### config.mk
export PLATFORM = sky130hd
export DESIGN_NAME = serial_adder
export DESIGN_NICKNAME = d
export VERILOG_FILES = /design/src/rtl/serial_adder_pkg.sv /design/src/rtl/full_adder.sv /design/src/rtl/serial_adder.sv
export SDC_FILE = /design/constraint.sdc
export NUM_CORES = 1
export LEC_CHECK = 0
export BUFFER_PORTS_ARGS = -buffer_cell sky130_fd_sc_hd__buf_4
export CORE_ASPECT_RATIO = 1.1
export CORE_UTILIZATION = 56
export DETAILED_ROUTE_END_ITERATION = 8
export PLACE_DENSITY = 0.83
export SLEW_MARGIN = 25
export SYNTH_ARGS = -nofsm -noshare
export SYNTH_HDL_FRONTEND = slang
export SYNTH_HIERARCHICAL = 1
export SYNTH_SLANG_ARGS = --single-unit
### constraint.sdc
create_clock -name clock -period 1.9 [get_ports clock]
set_input_delay 0.095 -clock clock [delete_from_list [all_inputs] [get_ports clock]]
set_output_delay 0.095 -clock clock [all_outputs]
set_load 0.01 [all_outputs]
### src/rtl/serial_adder_pkg.sv
// Shared types and constants for the bit-serial adder.
package serial_adder_pkg;

   localparam int unsigned DEF_WIDTH = 8;

   typedef enum logic [1:0] {
      IDLE  = 2'b00,
      SHIFT = 2'b01,
      DONE  = 2'b10
   } state_t;

   // Bit counter width: enough to hold WIDTH-1, never narrower than one bit.
   function automatic int unsigned cnt_width(input int unsigned w);
      return (w < 2) ? 1 : int'($clog2(w));
   endfunction

endpackage

### src/rtl/full_adder.sv
// One-bit full-adder cell.
module full_adder (
   input  logic a,
   input  logic b,
   input  logic c,
   output logic sum,
   output logic carry
);

   assign sum   = a ^ b ^ c;
   assign carry = (a & b) | (a & c) | (b & c);

endmodule

### src/rtl/serial_adder.sv
// Bit-serial WIDTH-bit adder: one bit pair per clock, LSB first, through a
// single full-adder cell. Optional signed-overflow output is enabled by
// defining SERIAL_ADDER_OVF_EN.
module serial_adder
   import serial_adder_pkg::*;
#(
   parameter int unsigned WIDTH = DEF_WIDTH
) (
   input  logic             clock,
   input  logic             reset,
   input  logic             start,
   input  logic [WIDTH-1:0] a_in,
   input  logic [WIDTH-1:0] b_in,
   input  logic             cin,
   output logic             busy,
   output logic             done,
   output logic [WIDTH-1:0] sum_out,
   output logic             cout
`ifdef SERIAL_ADDER_OVF_EN
   ,
   output logic             ovf
`endif
);

   localparam int unsigned    CW   = cnt_width(WIDTH);
   localparam logic [CW-1:0]  LAST = CW'(WIDTH - 1);

   state_t           state;
   state_t           next_state;
   logic [WIDTH-1:0] opa;
   logic [WIDTH-1:0] opb;
   logic [WIDTH-1:0] sum_sr;
   logic [WIDTH-1:0] sum_shift;
   logic [CW-1:0]    cnt;
   logic             carry_q;
   logic             fa_sum;
   logic             fa_carry;
   logic             accept;
   logic             last_bit;
   logic             busy_nxt;
   logic             done_nxt;

   assign accept   = (state == IDLE) && start;
   assign last_bit = (state == SHIFT) && (cnt == LAST);

   // New sum bit enters at the MSB so bit i ends at position i after WIDTH shifts.
   assign sum_shift = (sum_sr >> 1) | {fa_sum, {(WIDTH-1){1'b0}}};

   full_adder u_cell (
      .a     (opa[0]),
      .b     (opb[0]),
      .c     (carry_q),
      .sum   (fa_sum),
      .carry (fa_carry)
   );

   // FSM state register.
   always_ff @(posedge clock or posedge reset) begin
      if (reset) state <= IDLE;
      else       state <= next_state;
   end

   // FSM next-state logic.
   always_comb begin
      next_state = state;
      case (state)
         IDLE:    if (start) next_state = SHIFT;
         SHIFT:   if (cnt == LAST) next_state = DONE;
         DONE:    next_state = IDLE;
         default: next_state = IDLE;
      endcase
   end

   // FSM output decode; done pulses on the cycle after the DONE state.
   always_comb begin
      busy_nxt = 1'b0;
      done_nxt = 1'b0;
      if (next_state != IDLE) busy_nxt = 1'b1;
      if (state == DONE)      done_nxt = 1'b1;
   end

   // Operand, carry, counter and partial-sum registers.
   always_ff @(posedge clock or posedge reset) begin
      if (reset) begin
         opa     <= '0;
         opb     <= '0;
         sum_sr  <= '0;
         carry_q <= 1'b0;
         cnt     <= '0;
      end else if (accept) begin
         opa     <= a_in;
         opb     <= b_in;
         sum_sr  <= '0;
         carry_q <= cin;
         cnt     <= '0;
      end else if (state == SHIFT) begin
         opa     <= opa >> 1;
         opb     <= opb >> 1;
         sum_sr  <= sum_shift;
         carry_q <= fa_carry;
         cnt     <= cnt + CW'(1);
      end
   end

   // Registered outputs; result captured on the last SHIFT cycle and held.
   always_ff @(posedge clock or posedge reset) begin
      if (reset) begin
         busy    <= 1'b0;
         done    <= 1'b0;
         sum_out <= '0;
         cout    <= 1'b0;
`ifdef SERIAL_ADDER_OVF_EN
         ovf     <= 1'b0;
`endif
      end else begin
         busy <= busy_nxt;
         done <= done_nxt;
         if (last_bit) begin
            sum_out <= sum_shift;
            cout    <= fa_carry;
`ifdef SERIAL_ADDER_OVF_EN
            ovf     <= carry_q ^ fa_carry;
`endif
         end
      end
   end

endmodule

# Word-level counts from Yosys, hierarchy flattened
# Cells that the tools add are included.
dict set report totals {
  mem_bits_rw 0
  latch_bits 0
  romBits 0
  register_bits 41
  memories 0
  in_bits 20
}
dict set report classes {
  n_shift 0
  div 0
  reduce_logical 5
  n_mux 15
  n_mul 0
  n_addsub 1
  eq_ne 3
  magnitude_cmp 0
  bitwise_logic 8
}
# cell n
set op_table {}
lappend op_table {{two-way mux 8 bit} 6}
lappend op_table {{bitwise OR 7 x 8 -> 8 bit} 1}
lappend op_table {{two-way mux 3 bit} 2}
lappend op_table {{two-way mux 1 bit} 4}
lappend op_table {{two-way mux 2 bit} 2}
lappend op_table {{one-hot mux 2 bit (2 select lines)} 1}
lappend op_table {{nonzero test 2 bit} 2}
lappend op_table {{adder 3 x 1 -> 3 bit, second input constant} 1}
lappend op_table {{bitwise AND 1 bit} 3}
lappend op_table {{== test 3 bit, second input constant} 1}
lappend op_table {{== test 2 x 1 -> 1 bit, second input constant} 1}
lappend op_table {{== test 2 bit, second input constant} 1}
lappend op_table {{logical AND 1 bit} 2}
lappend op_table {{zero test 2 bit} 1}
lappend op_table {{bitwise OR 1 bit} 2}
lappend op_table {{XOR 1 bit} 2}

# Longest topological paths before layout
# Gate-level depths: netlist (run 1).
dict set report logic_depth {
  ltp_word 5
  ltp_mapped 5
}

# Hierarchy
# Netlist (run 1), hierarchy kept.
# mod area_per_inst_um2 seq_area_each_um2 cells_each n_inst
set by_module_without_submodules {}
lappend by_module_without_submodules {serial_adder 1963.1 1001.0 147 1}
lappend by_module_without_submodules {full_adder 20.0 0.0 1 1}

# Least setup slack after synthesis (run 1)
# No wires, ideal clock.
dict set report synth_path {
  path_kind {register to register}
  from {reg cnt[0]}
  to {reg cout}
  t_arrival_ns 1.275
  synth_period_minus_slack_ns 1.400
  setup_time_ns 0.125
  stages_incl_launch_ff 6
  slack_ns 0.500
  path_buffers 1
  cell_sequence {dfrtp_1 ha_1 ha_1 nand3b_2 buf_6 mux2_4}
}
dict set report synth_between {
  elab_chain_cells 2
}
# item line_no
set synth_rtl {}
lappend synth_rtl {{from (decl)} serial_adder.sv:34} ;# logic [CW-1:0] cnt;
lappend synth_rtl {{from (signal assigned)} serial_adder.sv:101} ;# cnt <= cnt + CW'(1);
lappend synth_rtl {{== test 3 bit} serial_adder.sv:44} ;# assign last_bit = (state == SHIFT) && (cnt == LAST);
lappend synth_rtl {{logical AND 1 bit} serial_adder.sv:44}
lappend synth_rtl {{to (signal assigned)} serial_adder.sv:120} ;# cout <= fa_carry;
lappend synth_rtl {{to (decl)} serial_adder.sv:18} ;# output logic cout
# Every way passes these cells.
# A chain may end at the register's enable or synchronous reset.

# Worst setup path after layout (run 1)
dict set report layout_path {
  from {reg cnt[0]}
  to {reg sum_out[1]}
}
dict set report layout_between {
  elab_chain_cells 2
}
# item line_no
set layout_rtl {}
lappend layout_rtl {{== test 3 bit} serial_adder.sv:44}
lappend layout_rtl {{logical AND 1 bit} serial_adder.sv:44}
lappend layout_rtl {{to (signal assigned)} serial_adder.sv:119} ;# sum_out <= sum_shift;
lappend layout_rtl {{to (decl)} serial_adder.sv:17} ;# output logic [WIDTH-1:0] sum_out,
# Every way passes these cells.

==> summary.txt, run 1 <==
Power
  • Leak: 0.00107 µW
  • PwrDens: 1480 mW/mm²
  • Peak supply drop: 0.000765 V
  • Power, Total: 3380 µW

Worst setup path
  • Cell repeated most along the worst path: ha_1
  • Crit path kind: flip-flop to flip-flop
  • CP Data Arrival Time: 1.78 ns
  • CP Capture Type: flip-flop
  • Slowest cell on crit path: dfrtp_1
  • CP Max Fanout: 10
  • Worst-path cell chain: ha_1 -> ha_1 -> nand3b_2 -> mux2_4
  • Worst path max stage delay: 0.41 ns
  • CP Launch Type: flip-flop
  • Flop-to-flop setup slack: 0.35 ns
  • Critical Path RT: 2.13 ns

Die
  • IO Pins: 31
  • Die area: 0.00378 mm²
  • Initial Util: 59.1%
  • Core area: 0.00336 mm²
  • Chip Width: 58.7 µm
  • Die height: 64.4 µm
  • Placement row count: 22

Synth
  • Top cell type's share of synthesized area: 50.5%
  • Primary FF master, synth: dfrtp_1
  • Post-synthesis simple-gate area fraction: 16.9%
  • Mux cell area share after synthesis: 7.38%
  • Compound-cell area share of the yosys netlist: 14.4%
  • Cell variety after synth: 23
  • Seq cells post-synth: 40
  • Gate Count Post-Synth: 148
  • Synth warn: 6
  • Number of synthesized flops with an enable pin: 0
  • Synth top cells by count: dfrtp_1 (40), inv_1 (18), nor3b_1 (16), a22o_1 (11)
  • Post-synth ARST share: 100%
  • Area share of xor/xnor cells in the synthesized design: 0%
  • Sequential area share after synthesis: 50.5%
  • Post-synthesis adder-cell area fraction: 2.27%
  • Main combinational cell family by area after synthesis: simple AND/OR/NAND/NOR gates
  • Synth top area cells: dfrtp_1 (50%), mux2_4 (6.8%), nor4b_2 (6.8%)
  • Syn_area_per_cell: 13.4 µm²
  • Most numerous cell in the Yosys netlist: dfrtp_1
  • Post-Syn Area: 0.00198 mm²
  • Post-synth top area cell: dfrtp_1
  • Syn nets: 171

Detailed routing
  • Drt wl/cell: 14.2 µm
  • Via count: 1250
  • Initial drt markers: 44
  • Via-to-Cell Ratio: 5.46
  • DRT antenna net count: 0
  • Drt drc: 0
  • 1st-pass router iterations: 3
  • Post-Route WL: 3.26 mm

STA
  • FMAX: 646 MHz
  • Max-slew headroom: 54.3%
  • Final min period: 1.55 ns
  • Worst Hold Slack: 0.0663 ns
  • RSZ-0062 raised after global routing: no
  • Fin crit share: 81.5%
  • Endpoints failing setup: 0
  • Worst slew pin tran: 0.683 ns
  • Fin Setup TNS: 0 ns
  • Fin. max-slew vios: 0
  • Final hold viol count: 0
  • Clock skew: 0.0128 ns

CTS
  • Clk buf depth: 2
  • CTS sink count: 40
  • CTS H-Tree Depth: 2
  • CTS tree: built
  • Clk root buf: clkbuf_4
  • Cts repair resizes: 0
  • Clock Latency Late Sink: 0.35 ns
  • CTS Buf Count: 5
  • Clock slew at reported path FFs: 0.12 ns

Global route
  • Vias in the first global route: 1278
  • Largest net degree at the start of global routing: 41
  • GRT overflow: 0
  • First-pass GRT wire length: 5.80 mm
  • Initial antenna violation count: 0
  • Gr usage total: 20.3%

Placement
  • GPL Wtd Cong: 0.767
  • Post-Place Cell Area: 0.00220 mm²
  • HPWL Detailed: 2.19 mm
  • PortBufs: 30

Layout
  • Antenna cell count: 0
  • Core Util, Final: 68.1%
  • Fin nets: 203
  • Post-route cell area: 0.00229 mm²
  • P&R area growth vs syn: 15.3%
  • Fill cells: 261
  • Layout cell share with drive strength beyond 1: 40.3%

Hold path
  • Worst Hold Class: input pin to flip-flop

Status
  • Status: finished clean

Job
  • Max-cap viol count: 0
==> worst max-delay path, delay by kind of cell, from the launching register on <==
family                     cells  cell delay [ns]
and+or+nand+nor                1             0.30
muxes                          1             0.33
adders and majority gates      2             0.39
DFF                            1             0.41
==> layout by cell type (no fill, tap or decap), drive strengths merged <==
cell         instances
clkbuf               6
nor2                 1
a211oi               9
nor2b                8
clkinv               2
dlygate4sd3          3
mux2                10
inv                 18
a221oi               6
a21oi                1
nand3b               1
ha                   2
o21bai               1
dfrtp               40
nand2b               2
nor3b               16
nor4b                9
a22o                11
buf                 34
fa                   1
==> path summary, 6_finish.rpt <==
kind | from | endpoint | cells past startpoint
min in group asynchronous | reset | sum_out[6]$_DFFE_PP0P_ | 4
max in group asynchronous | reset | cnt[2]$_DFFE_PP0P_ | 4
min reg2reg | cnt[1]$_DFFE_PP0P_ | cnt[1]$_DFFE_PP0P_ | 1
max reg2reg | cnt[0]$_DFFE_PP0P_ | sum_out[1]$_DFFE_PP0P_ | 4
min | a_in[5] | opa[5]$_DFFE_PP0P_ | 3
max | cnt[0]$_DFFE_PP0P_ | sum_out[1]$_DFFE_PP0P_ | 4
==> where the power goes <==
part | total, µW | switching (µW) | internal [µW]
clock network | 447 | 271 | 176
logic | 1450 | 663 | 788
registers | 1480 | 251 | 1230
total | 3380 | 1190 | 2200
==> repair_timing <==
item,CTS,global route
setup buffers,0,0
endpoints found under the hold margin,42,0
hold buffers,3,0
==> layout make-up <==
cell class | count | area, µm² | area share (%)
flip-flops and latches | 40 | 1000 | 43.8
multi-input cells | 78 | 812 | 35.5
repair buffers | 37 | 285 | 12.5
inverters | 18 | 67.6 | 2.95
well taps | 48 | 60.1 | 2.63
clock buffers | 6 | 51.3 | 2.24
clock inverters | 2 | 10.0 | 0.438
==> logic make-up after synthesis <==
group           Yosys count
buf+inv                  30
mux                      10
compound gates           28
simple gates             37
fa+ha+maj                 3
flops                    40
==> registers in the layout (all words and copies together) (netlist names) <==
signal,cells
done,1
opa,8
cnt,3
cout,1
opb,8
sum_sr,7
sum_out,8
carry_q,1
busy,1
state,2
==> metrics by stage <==
step                      instances  setup slack (ns)
after detailed placement        218             0.363
after CTS                       229             0.339
after global placement          218             0.408
final                           229             0.351
after global routing            229             0.290
after floorplan                 148             0.500
==> metal layers <==
metal / share of wire [%] / GRT usage [%] / vias to the layer above / wire (µm)
met5: 0 / 0 / - / 0
met4: 1.9 / 7.14 / 0 / 61
met3: 3.7 / 5.99 / 8 / 119
met2: 50 / 33.5 / 26 / 1640
met1: 44 / 25.0 / 625 / 1440
li1: - / - / 591 / -
No activity file was read; power rests on OpenSTA's default activity.
==> run 2, diff against run 1 <==
clock period = 1.6 ns   (was 1.9 ns; I/O delays follow)
==> run 2 against run 1 <==
- global-route usage up 1.1 points
- clock skew is 0.0050 ns lower
- maximum frequency rose by 3.9%
- register-to-register slack lost 0.24 ns
- worst setup slack lost 0.24 ns
- critical path type unchanged
==> summary.txt, run 2 (synthesis results as in run 1) <==
Status
  • Status: finished clean

STA
  • RSZ-0062 raised after global routing: no
  • Final min period: 1.49 ns (-0.0581 ns)
  • Max-slew headroom: 54.3% (-0.067 points)
  • Clock skew: 0.00775 ns (-0.00505 ns)
  • Worst slew pin tran: 0.684 ns (+0.000998 ns)
  • Fin crit share: 93.2% (+12 points)
  • Fin Setup TNS: 0 ns (unchanged)
  • Fin. max-slew vios: 0 (unchanged)
  • Endpoints failing setup: 0 (unchanged)
  • Final hold viol count: 0 (unchanged)
  • FMAX: 671 MHz (+3.9%)

Layout
  • Fin nets: 206 (+1.5%)
  • Layout cell share with drive strength beyond 1: 41.3% (+0.97 points)
  • Commonest non-fill, non-tap cell in the layout: dfrtp_1
  • P&R area growth vs syn: 16.9%
  • Antenna cell count: 0 (unchanged)
  • Post-route cell area: 0.00232 mm² (+1.4%)
  • Final cell count without fillers: 232 (+1.3%)
  • Top Registers: opa: 8 flops, opb: 8 flops, sum_out: 8 flops
  • Fill cells: 249 (-4.6%)
  • Commonest cells after routing, fill and taps aside: dfrtp_1 (40), buf_4 (37), inv_1 (18)

Detailed routing
  • Drt drc: 0 (unchanged)
  • Initial drt markers: 60 (+36%)
  • Via count: 1276 (+2.1%)
  • Routed wl met3: 115 µm (-3.4%)
  • Met1 WL: 1.52 mm (+5.4%)
  • Highest routed layer: met4
  • Post-Route WL: 3.55 mm (+8.8%)
  • Drt wl/cell: 15.3 µm (+7.4%)
  • Via-to-Cell Ratio: 5.50 (+0.76%)
  • Met2 wire len: 1.84 mm (+12%)
  • 1st-pass router iterations: 4 (+1)
  • DRT antenna net count: 0 (unchanged)

Die
  • Die height: 64.4 µm (unchanged)
  • IO Pins: 31 (unchanged)
  • Placement row count: 22 (unchanged)
  • Chip Width: 58.7 µm (unchanged)
  • Die area: 0.00378 mm² (unchanged)
  • Initial Util: 59.1% (unchanged)
  • Core area: 0.00336 mm² (unchanged)

CTS
  • Clock Latency Late Sink: 0.35 ns (about the same)
  • CTS sink count: 40 (unchanged)
  • Clock slew at reported path FFs: 0.12 ns (about the same)
  • CTS H-Tree Depth: 2 (unchanged)
  • Clk root buf: clkbuf_4
  • Clk buf depth: 2 (unchanged)
  • CTS tree: built
  • Post-CTS Setup Bufs: 0 (unchanged)
  • CTS Buf Count: 5 (unchanged)

Placement
  • GPL Wtd Cong: 0.762 (-0.68%)
  • Post-Place Cell Area: 0.00222 mm² (+1.0%)
  • PortBufs: 30 (unchanged)
  • HPWL Detailed: 2.33 mm (+6.4%)
  • Cells after DPL: 221 (+1.4%)

Power
  • Leak: 0.00110 µW (+2.6%)
  • PwrDens: 1770 mW/mm² (+20%)
  • Peak supply drop: 0.000755 V (-1.3%)

Job
  • Max-cap viol count: 0 (unchanged)

Global route
  • Initial antenna violation count: 0 (unchanged)
  • Vias in the first global route: 1312 (+2.7%)
  • Largest net degree at the start of global routing: 41 (unchanged)
  • GRT overflow: 0 (unchanged)
  • First-pass GRT wire length: 5.98 mm (+3.1%)
  • Gr usage total: 21.4% (+1.1 points)

Worst setup path
  • Critical Path RT: 1.85 ns (-0.28 ns)
  • CP Launch Type: flip-flop
  • CP Max Fanout: 10 (unchanged)
  • CP Capture Type: flip-flop
  • Crit path kind: flip-flop to flip-flop
  • CP Data Arrival Time: 1.74 ns (-0.04 ns)

Hold path
  • Worst Hold Class: input pin to flip-flop
run 2: cell types whose count changed in the layout (fill, tap and decap cells not counted), sizes merged:
cell,previous run,this run
buf,34,37
run 2: timing repair:
item,4_1_cts,5_1_grt
hold endpoints to repair,42,0
resized for setup,1,0
hold buffers,3,0
endpoints found under the setup margin,2,0
run 2: final timing paths:
check | startpoint | end | slack [ns] | cells past startpoint
max reg2reg | cnt[0]$_DFFE_PP0P_ | sum_out[1]$_DFFE_PP0P_ | 0.11 | 4
min reg2reg | sum_out[4]$_DFFE_PP0P_ | sum_out[4]$_DFFE_PP0P_ | 0.53 | 1
max in group asynchronous | reset | opb[4]$_DFFE_PP0P_ | 0.85 | 4
max | cnt[0]$_DFFE_PP0P_ | sum_out[1]$_DFFE_PP0P_ | 0.11 | 4
min | a_in[1] | opa[1]$_DFFE_PP0P_ | 0.04 | 3
min in group asynchronous | reset | sum_out[5]$_DFFE_PP0P_ | 0.39 | 4
run 2: power breakdown:
part / switching (µW) / leakage (µW) / internal [µW]
sequential: 302 / 0.000482 / 1470
combinational: 824 / 0.000581 / 970
clock: 334 / 0.0000380 / 209
total: 1460 / 0.00110 / 2640
run 2: final cells by class:
cell class	count	area, µm²	area share, %
inverters	18	67.6	2.91
flip-flops and latches	40	1000	43.2
clock inverters	2	10.0	0.432
multi-input cells	78	821	35.4
repair buffers	40	308	13.3
well taps	48	60.1	2.59
clock buffers	6	51.3	2.21
run 2: worst max-delay path, stage by stage (launching register included):
cell,delay [ns]
dfrtp_1,0.41
ha_1,0.22
ha_1,0.23
nand3b_4,0.20
mux2_4,0.33
run 2: per-layer routing:
layer	vias up	global-route usage [%]
met2	28	36.9
li1	593	-
met1	647	24.5
met5	-	0
met4	0	8.93
met3	8	5.99
run 2: per-stage QoR:
stage / hold slack, ns / util [%] / setup WS (ns) / power [µW]
3_3_place_gp: 0.227 / 66.1 / 0.106 / 3460
6_report: 0.0391 / 69.0 / 0.109 / 4100
5_1_grt: 0.0236 / 69.0 / 0.0588 / 4380
2_1_floorplan: 0.213 / - / 0.200 / 3120
3_5_place_dp: 0.243 / 66.1 / 0.0203 / 3570
4_1_cts: 0.0268 / 69.0 / 0.103 / 4140
==> run 3, diff against run 2 <==
==> constraint.sdc (replaced) <==
create_clock -name clock -period 1.5 [get_ports clock]
set_input_delay 0.075 -clock clock [delete_from_list [all_inputs] [get_ports clock]]
set_output_delay 0.075 -clock clock [all_outputs]
set_load 0.05 [all_outputs]
==> run 3 against run 2 <==
- clock power increased by 45%
- utilization increased by 3.2 points
- design area increased by 4.6%
- critical path type unchanged
==> summary.txt, run 3 (synthesis results as in run 1) <==
Power
  • Leak: 0.00115 µW (+4.3%)
  • Peak supply drop: 0.000925 V (+22%)
  • PwrDens: 2100 mW/mm² (+19%)

Detailed routing
  • Drt drc: 0 (unchanged)
  • Drt wl/cell: 15.2 µm (-0.39%)
  • 1st-pass router iterations: 4 (unchanged)
  • Initial drt markers: 67 (+12%)
  • Via count: 1288 (+0.94%)
  • Post-Route WL: 3.58 mm (+0.90%)
  • DRT antenna net count: 0 (unchanged)
  • Via-to-Cell Ratio: 5.48 (-0.35%)

Layout
  • Commonest cells after routing, fill and taps aside: dfrtp_1 (40), buf_4 (36), inv_1 (18)
  • Layout cell share with drive strength beyond 1: 43.3% (+2.0 points)
  • Fin nets: 209 (+1.5%)
  • Core Util, Final: 72.2% (+3.2 points)
  • Top Registers: opa: 8 flops, opb: 8 flops, sum_out: 8 flops
  • Antenna cell count: 0 (unchanged)
  • P&R area growth vs syn: 22.3%
  • Commonest non-fill, non-tap cell in the layout: dfrtp_1

STA
  • Final min period: 1.46 ns (-0.0310 ns)
  • Clock skew: 0.00620 ns (-0.00155 ns)
  • Fin crit share: 97.3% (+4.1 points)
  • Worst slew pin tran: 0.503 ns (-0.182 ns)
  • Final hold viol count: 0 (unchanged)
  • Max-slew headroom: 66.5% (+12 points)
  • Endpoints failing setup: 0 (unchanged)
  • Worst Hold Slack: 0.0535 ns (+0.0144 ns)
  • Fin. max-slew vios: 0 (unchanged)
  • FMAX: 685 MHz (+2.1%)

Die
  • Die area: 0.00378 mm² (unchanged)
  • Placement row count: 22 (unchanged)
  • Core area: 0.00336 mm² (unchanged)
  • Chip Width: 58.7 µm (unchanged)
  • IO Pins: 31 (unchanged)
  • Initial Util: 59.1% (unchanged)
  • Die height: 64.4 µm (unchanged)

Worst setup path
  • Worst-path cell chain: ha_1 -> ha_2 -> nand3b_4 -> clkbuf_16 -> mux2_4
  • Slowest cell on crit path: dfrtp_1
  • CP Max Fanout: 5 (-5)
  • CP Capture Type: flip-flop
  • CP Launch Type: flip-flop
  • Worst path max stage delay: 0.41 ns (about the same)
  • Critical Path RT: 1.74 ns (-0.11 ns)
  • Crit path kind: flip-flop to flip-flop
  • CP Data Arrival Time: 1.70 ns (-0.04 ns)

CTS
  • CTS tree: built
  • CTS Buf Count: 5 (unchanged)
  • CTS H-Tree Depth: 2 (unchanged)
  • CTS sink count: 40 (unchanged)
  • Clk root buf: clkbuf_4
  • Clock slew at reported path FFs: 0.12 ns (about the same)
  • Clock Latency Late Sink: 0.34 ns (about the same)
  • Clk buf depth: 2 (unchanged)

Global route
  • Initial antenna violation count: 0 (unchanged)
  • Largest net degree at the start of global routing: 41 (unchanged)
  • Gr usage total: 21.7% (+0.28 points)
  • GRT overflow: 0 (unchanged)
  • Vias in the first global route: 1313 (+0.076%)
  • First-pass GRT wire length: 6.04 mm (+1.2%)

Hold path
  • Worst Hold Class: input pin to flip-flop

Job
  • Max-cap viol count: 0 (unchanged)

Placement
  • PortBufs: 30 (unchanged)
  • GPL Wtd Cong: 0.773 (+1.5%)
  • HPWL Detailed: 2.32 mm (-0.67%)

Status
  • Status: finished clean
-- run 3: final timing paths --
kind	start	endpoint	slack, ns	depth (start not counted)
setup / recovery	cnt[0]$_DFFE_PP0P_	sum_out[1]$_DFFE_PP0P_	0.04	5
hold / removal	a_in[2]	opa[2]$_DFFE_PP0P_	0.05	3
setup reg to reg	cnt[0]$_DFFE_PP0P_	sum_out[1]$_DFFE_PP0P_	0.04	5
hold reg to reg	opb[7]$_DFFE_PP0P_	opb[7]$_DFFE_PP0P_	0.52	1
max in group asynchronous	reset	carry_q$_DFFE_PP0P_	0.75	4
min in group asynchronous	reset	sum_out[5]$_DFFE_PP0P_	0.40	4
-- run 3: power breakdown --
| part | total, µW | switching (µW) | internal, µW |
|---|---|---|---|
| Sequential | 1900 | 333 | 1560 |
| Clock | 790 | 347 | 443 |
| Combinational | 2420 | 1290 | 1130 |
| Total | 5110 | 1970 | 3130 |
-- run 3: per-layer routing --
layer / track usage [%] / part of all wire, % / vias to the layer above
met4: 8.04 / 1.4 / 0
met3: 6.59 / 4.5 / 5
met2: 35.4 / 51 / 37
met1: 26.8 / 43 / 641
met5: 0 / 0 / -
li1: - / - / 605
-- run 3: cell type report --
cell class,count,area (µm²)
Inverter,18,67.6
Fill cell,232,932
Tap cell,48,60.1
Multi-Input combinational cell,78,826
Timing Repair Buffer,43,377
Sequential cell,40,1000
Clock buffer,7,65.1
Clock inverter,1,30.0
-- run 3: worst max-delay path: cells and delay by family (launching register included) --
kind | cells | cell delay [ns]
adders and majority gates | 2 | 0.39
buffers and inverters | 1 | 0.16
DFF | 1 | 0.41
muxes | 1 | 0.29
and+or+nand+nor | 1 | 0.10
-- run 3: through the flow --
stage / setup TNS, ns / cell area [µm²] / std cells / setup slack (ns) / power [µW]
after global placement: 0 / 2250 / 222 / 0.0894 / 4150
after CTS: 0 / 2380 / 233 / 0.0186 / 5070
after detailed placement: 0 / 2250 / 222 / 0.0385 / 4270
final: 0 / 2430 / 235 / 0.0402 / 5110
after global routing: -0.0110 / 2430 / 235 / -0.00845 / 5420
after floorplan: 0 / 1980 / 148 / 0.0996 / 3730
-- run 3: repair_timing --
action	4_1_cts	5_1_grt
gates resized for setup	0	4
setup endpoints to repair	0	9
endpoints found under the hold margin	42	0
buffers inserted	0	1
hold buffers	3	0
